$ cat config.mk
export PLATFORM = sky130hd
export DESIGN_NAME = jt7759_adpcm
export DESIGN_NICKNAME = d
export VERILOG_FILES = /design/src/rtl/jt7759_adpcm.sv
export SDC_FILE = /design/constraint.sdc
export NUM_CORES = 1
export LEC_CHECK = 0
export BUFFER_PORTS_ARGS = -buffer_cell sky130_fd_sc_hd__buf_2
export CORE_MARGIN = 1.5
export CORE_UTILIZATION = 30
export CTS_CLUSTER_SIZE = 10
export DETAILED_ROUTE_END_ITERATION = 10
export MAX_ROUTING_LAYER = met4
export PLACE_DENSITY = 0.56
export SETUP_SLACK_MARGIN = 0.3
export SLEW_MARGIN = 40
export SYNTH_ARGS = -nofsm -noshare
export SYNTH_HDL_FRONTEND = slang
export SYNTH_SLANG_ARGS = --single-unit
$ cat constraint.sdc
create_clock -name clk -period 8.7 [get_ports clk]
set_input_delay 0.435 -clock clk [delete_from_list [all_inputs] [get_ports clk]]
set_output_delay 0.435 -clock clk [all_outputs]
set_load 0.01 [all_outputs]
$ cat src/rtl/jt7759_adpcm.sv
// ----------------------------------------------------------------------------
// jt7759_adpcm
// ADPCM decoder stage of JT7759 (uPD7759 algorithm). Takes one 4-bit nibble per
// cendec tick, tracks the step-size state (0..15) and a signed 9-bit sample
// accumulator, and drives a signed 14-bit sound output.
// The pipeline has two stages:
//   stage 1: table lookup and state update
//   stage 2: accumulate, saturate and output
// Ports:
//   clk       system clock
//   rstn      asynchronous reset, active low
//   cendec    sample-rate clock enable, one clk wide, ticks >= 3 clk apart
//   dec_rst   synchronous clear of decoder state; highest priority
//   dec_en    nibble valid, sampled only when cendec=1
//   dec_din   ADPCM nibble: bit3 sign, bits2:0 magnitude index
//   dec_done  one-clk pulse when a new sample is written to sound
//   sound     signed output, {sample[8:0], 5'b0}
// Parameter:
//   MUTE_ON_RST  1: dec_rst also clears sound; 0: sound holds on dec_rst
// ----------------------------------------------------------------------------
module jt7759_adpcm #(
  parameter bit MUTE_ON_RST = 1'b1
) (
  input  logic               clk,
  input  logic               rstn,
  input  logic               cendec,
  input  logic               dec_rst,
  input  logic               dec_en,
  input  logic [3:0]         dec_din,
  output logic               dec_done,
  output logic signed [13:0] sound
);

  localparam logic [7:0] STEP_TABLE [0:15][0:7] = '{
    '{8'd0, 8'd0,  8'd1,  8'd2,  8'd3,  8'd5,   8'd7,   8'd10 },
    '{8'd0, 8'd1,  8'd2,  8'd3,  8'd4,  8'd6,   8'd8,   8'd13 },
    '{8'd0, 8'd1,  8'd2,  8'd4,  8'd5,  8'd7,   8'd10,  8'd15 },
    '{8'd0, 8'd1,  8'd3,  8'd4,  8'd6,  8'd9,   8'd13,  8'd19 },
    '{8'd0, 8'd2,  8'd3,  8'd5,  8'd8,  8'd11,  8'd15,  8'd23 },
    '{8'd0, 8'd2,  8'd4,  8'd7,  8'd10, 8'd14,  8'd19,  8'd29 },
    '{8'd0, 8'd3,  8'd5,  8'd8,  8'd12, 8'd16,  8'd22,  8'd33 },
    '{8'd1, 8'd4,  8'd7,  8'd10, 8'd15, 8'd20,  8'd29,  8'd43 },
    '{8'd1, 8'd4,  8'd8,  8'd13, 8'd18, 8'd25,  8'd35,  8'd53 },
    '{8'd1, 8'd6,  8'd10, 8'd16, 8'd22, 8'd31,  8'd43,  8'd64 },
    '{8'd2, 8'd7,  8'd12, 8'd19, 8'd27, 8'd37,  8'd51,  8'd76 },
    '{8'd2, 8'd9,  8'd16, 8'd24, 8'd34, 8'd46,  8'd64,  8'd96 },
    '{8'd3, 8'd11, 8'd19, 8'd29, 8'd41, 8'd57,  8'd79,  8'd117},
    '{8'd4, 8'd13, 8'd24, 8'd36, 8'd50, 8'd69,  8'd96,  8'd143},
    '{8'd4, 8'd16, 8'd29, 8'd44, 8'd62, 8'd85,  8'd118, 8'd175},
    '{8'd6, 8'd20, 8'd36, 8'd54, 8'd76, 8'd104, 8'd144, 8'd214}
  };

  // State increment per magnitude index.
  localparam logic signed [2:0] STATE_DELTA [0:7] = '{
    -3'sd1, -3'sd1, 3'sd0, 3'sd0, 3'sd1, 3'sd2, 3'sd2, 3'sd3
  };

  logic [3:0]        state;
  logic [3:0]        state_nxt;
  logic signed [5:0] state_sum;
  logic signed [8:0] sample;
  logic signed [8:0] sample_nxt;
  logic signed [9:0] sum;
  logic [8:0]        step_mag;
  logic signed [8:0] step_nxt;
  logic signed [8:0] step_q;
  logic              s1_valid;
  logic              take;

  assign take = cendec & dec_en & ~dec_rst;

  // NOTE: every always_comb output gets a default first, so no path can leave a
  // value unassigned and infer a latch.
  always_comb begin
    step_mag  = {1'b0, STEP_TABLE[state][dec_din[2:0]]};
    step_nxt  = step_mag;
    state_nxt = state;
    // Sign-extended delta added to a zero-extended state keeps the sum in -1..18.
    state_sum = $signed({2'b00, state}) +
                $signed({{3{STATE_DELTA[dec_din[2:0]][2]}}, STATE_DELTA[dec_din[2:0]]});
    if (dec_din[3]) step_nxt = -step_mag;       // nibble 8 yields -0 = 0
    if (state_sum < 6'sd0)       state_nxt = 4'd0;
    else if (state_sum > 6'sd15) state_nxt = 4'd15;
    else                         state_nxt = state_sum[3:0];
  end

  // The sum is formed at 10 bits so overflow of the 9-bit sample is visible,
  // then clamped to -256..255.
  always_comb begin
    sum        = {sample[8], sample} + {step_q[8], step_q};
    sample_nxt = sum[8:0];
    if (sum > 10'sd255)       sample_nxt = 9'sd255;
    else if (sum < -10'sd256) sample_nxt = -9'sd256;
  end

  // NOTE: sequential state uses non-blocking assignments so every register
  // samples pre-edge values, independent of statement order.
  always_ff @(posedge clk or negedge rstn) begin
    if (!rstn) begin
      state    <= 4'd0;
      sample   <= 9'sd0;
      step_q   <= 9'sd0;
      s1_valid <= 1'b0;
      dec_done <= 1'b0;
      sound    <= 14'sd0;
    end else if (dec_rst) begin
      // An in-flight nibble is discarded here, so it produces no dec_done.
      state    <= 4'd0;
      sample   <= 9'sd0;
      s1_valid <= 1'b0;
      dec_done <= 1'b0;
      if (MUTE_ON_RST) sound <= 14'sd0;
    end else begin
      // Stage 1: lookup and state update.
      s1_valid <= take;
      if (take) begin
        step_q <= step_nxt;
        state  <= state_nxt;
      end
      // Stage 2: accumulate and publish.
      dec_done <= s1_valid;
      if (s1_valid) begin
        sample <= sample_nxt;
        sound  <= {sample_nxt, 5'b0};
      end
    end
  end

endmodule

==> results_dict.tcl <==
set metrics [dict create \
    status "completed" \
    final_design_area_no_fill_um2 2970 \
    setup_viol 0 \
    die_w_um 100 \
    crit_slowest_cell "a32oi_1" \
    synthArstFlopShare 1.00 \
    synth_top_cell_area_share 0.212 \
    numCtsBuffers 3 \
    nets 396 \
    ys_types 71 \
    place_area_um2 2930 \
    timing.slew.headroom 0.512 \
    drt_iter0_drc 223 \
    synth_area_um2 2840 \
    routabilityCongestion 0.918 \
    tightestPinTransition_ns 0.731 \
    yosysMostFrequentCell "nand2_1" \
    setup_slack_ns 5.53 \
    htree_levels 1 \
    dieArea_um2 10000 \
    wire_per_inst_um 15.0 \
    path_cells "ha_1 -> fa_1 -> a21o_1 -> a21oi_1 -> nor2b_1 -> o31ai_1 -> a21oi_1 -> a32oi_1 -> and2_1 -> o32ai_1" \
    ys_seq_area_frac 0.212 \
    rr_worst_depth 10 \
    ir_drop_mv 0.0650 \
    max_clock_freq_ghz 0.315 \
    core_region_area_um2 9200 \
    cts_tree "done" \
    yosys_register_bits 24 \
    ys_top_cells_by_count "nand2_1 (36), nor2_1 (26), a21oi_1 (25)" \
    regToRegEndpoint "sound[12]" \
    reg2reg_from "sound[5]" \
    synth-edff-count 0 \
    dieHeight_um 100 \
    post-route-min-period_ns 3.17 \
    yosys.area.top_type "dfrtp_1" \
    synth_cells 359 \
    switchingPower_mw 0.138 \
    antenna_found_initial 0 \
    ys.warnings.count 0 \
    viasPerCell 5.51 \
    grt_max_degree 47 \
    final_max_slew_viol_count 0 \
    io_buffers 18 \
    power_per_cell_area_nw_per_um2 120 \
    drc 0 \
    worstPathMaxFanout 6 \
    hold_path.class "in -> async" \
    start_util 0.308 \
    rows 35 \
    cts.sinks 24 \
    fin_skew_ns 0.00789 \
    cts_hold_buf 0 \
    clk_latency_ns 0.26 \
    dp_hpwl_um 5230 \
    cts-root-buf "clkbuf_8" \
    io_pins 24 \
    cp-end-kind "flop" \
    crit_type "reg -> reg" \
    p_seq_frac 0.382 \
    slowest_delay_ns 0.49 \
    n_antenna_cell 0 \
    layout-drive-gt1-share 0.113 \
    post-place-ws_ns 5.38 \
    ant_nets 0 \
    switching_share 0.385 \
    area_growth_pct 4.85 \
    maxCapViolations 0 \
    leakage_nw 1.28 \
    clk_pin_slew_ns 0.09 \
    finalCritPeriodShare 0.364 \
    p_int_mw 0.220 \
    setup_tns_ns 0 \
    whs_ns 0.136 \
    overflow 0 \
    grt_use_total 0.148 \
    p_comb_frac 0.435 \
    vias 2607 \
    cts_resized 0 \
    hold_viol_final 0 \
    post_cts_buffers 0 \
    worst-r2r-setup-slack_ns 5.53 \
    clockBufferDepth 2 \
    crit_required_ns 8.81 \
    clkPwrFrac 0.183 \
    grt_setup_unrepaired "no" \
    cp_data_arrival_time_ns 3.28 \
    utilization 0.323 \
    syn_area_per_cell_um2 7.90 \
    cpMostUsedCell "a21oi_1" \
    ys.flop_type "dfrtp_1" \
    crit_path_start_kind "flop" \
    routed_wirelength_um 7080 \
    grt_first_pass_wirelength_um 12000 \
    dr.pass1.iters 4 \
    first_global_vias 2439 \
    ys_top_cells_by_area "dfrtp_1 (21%), ha_1 (9.3%), nand2_1 (4.8%), a21oi_1 (4.4%), xnor2_1 (3.7%)" \
]
[through the flow]
step,total power [mW],std cells
2_1_floorplan,0.261,363
5_1_grt,0.386,473
4_1_cts,0.359,473
3_5_place_dp,0.293,470
6_report,0.357,473
3_3_place_gp,0.293,470
[metal layers]
layer / global-route usage / routed length (um)
met5: - / 0
met4: 0.0477 / 138
met3: 0.0160 / 340
met2: 0.233 / 3330
met1: 0.200 / 3260
[cells in the final DEF, fill, tap and decap left out, drive strengths merged, types with 20 or more instances in the layout]
master and instances:
a21oi 25, buf 20, dfrtp 24, ha 21
inv 20, nand2 38, nor2 26, o21ai 32
[power by group through the flow]
| stage | clock network, mW | logic, mW | registers, mW |
|---|---|---|---|
| after detailed placement | 0 | 0.154 | 0.139 |
| final | 0.0653 | 0.156 | 0.137 |
| after global placement | 0 | 0.154 | 0.139 |
| after CTS | 0.0676 | 0.155 | 0.137 |
| after floorplan | 0 | 0.124 | 0.136 |
| after global routing | 0.0719 | 0.176 | 0.139 |
[final cells by class]
class,count,area (um^2)
Inverter,21,78.8
Tap cell,111,139
Multi-Input combinational cell,294,2010
Sequential cell,24,601
Timing Repair Buffer,20,105
Fill cell,975,6220
Clock buffer,3,41.3
[worst max-delay path by stage]
stage,startpoint,end,slack [ns],cells after the start
2_1_floorplan,state[0],step_q[7],5.92,12
3_3_place_gp,dec_din[0],state[3],5.47,15
3_5_place_dp,dec_din[0],state[3],5.38,15
4_1_cts,sound[5],sound[12],5.52,9
5_1_grt,sound[5],sound[12],5.24,9
6_report,sound[5],sound[12],5.53,10
[registers in the layout, indices dropped and copies added (netlist names)]
name,cells
step_q,9
s1_valid,1
state,4
dec_done,1
sound,9
[cells by family after synthesis]
logic type | Yosys count | share of synthesized area
compound gates | 123 | 0.303
buf+inv | 45 | 0.0852
flops | 24 | 0.212
mux | 6 | 0.0260
simple gates | 122 | 0.219
fa+ha+maj | 23 | 0.107
xor+xnor | 15 | 0.0463
other cells | 1 | 0.00132
[worst max-delay path, delay by kind of cell (launching register included)]
kind | cells | cell delay, ns
adders and majority gates | 2 | 0.63
and+or+nand+nor | 2 | 0.38
DFF | 1 | 0.40
AOI/OAI and AO/OA | 6 | 1.61
No activity file was read; power rests on OpenSTA's default activity.
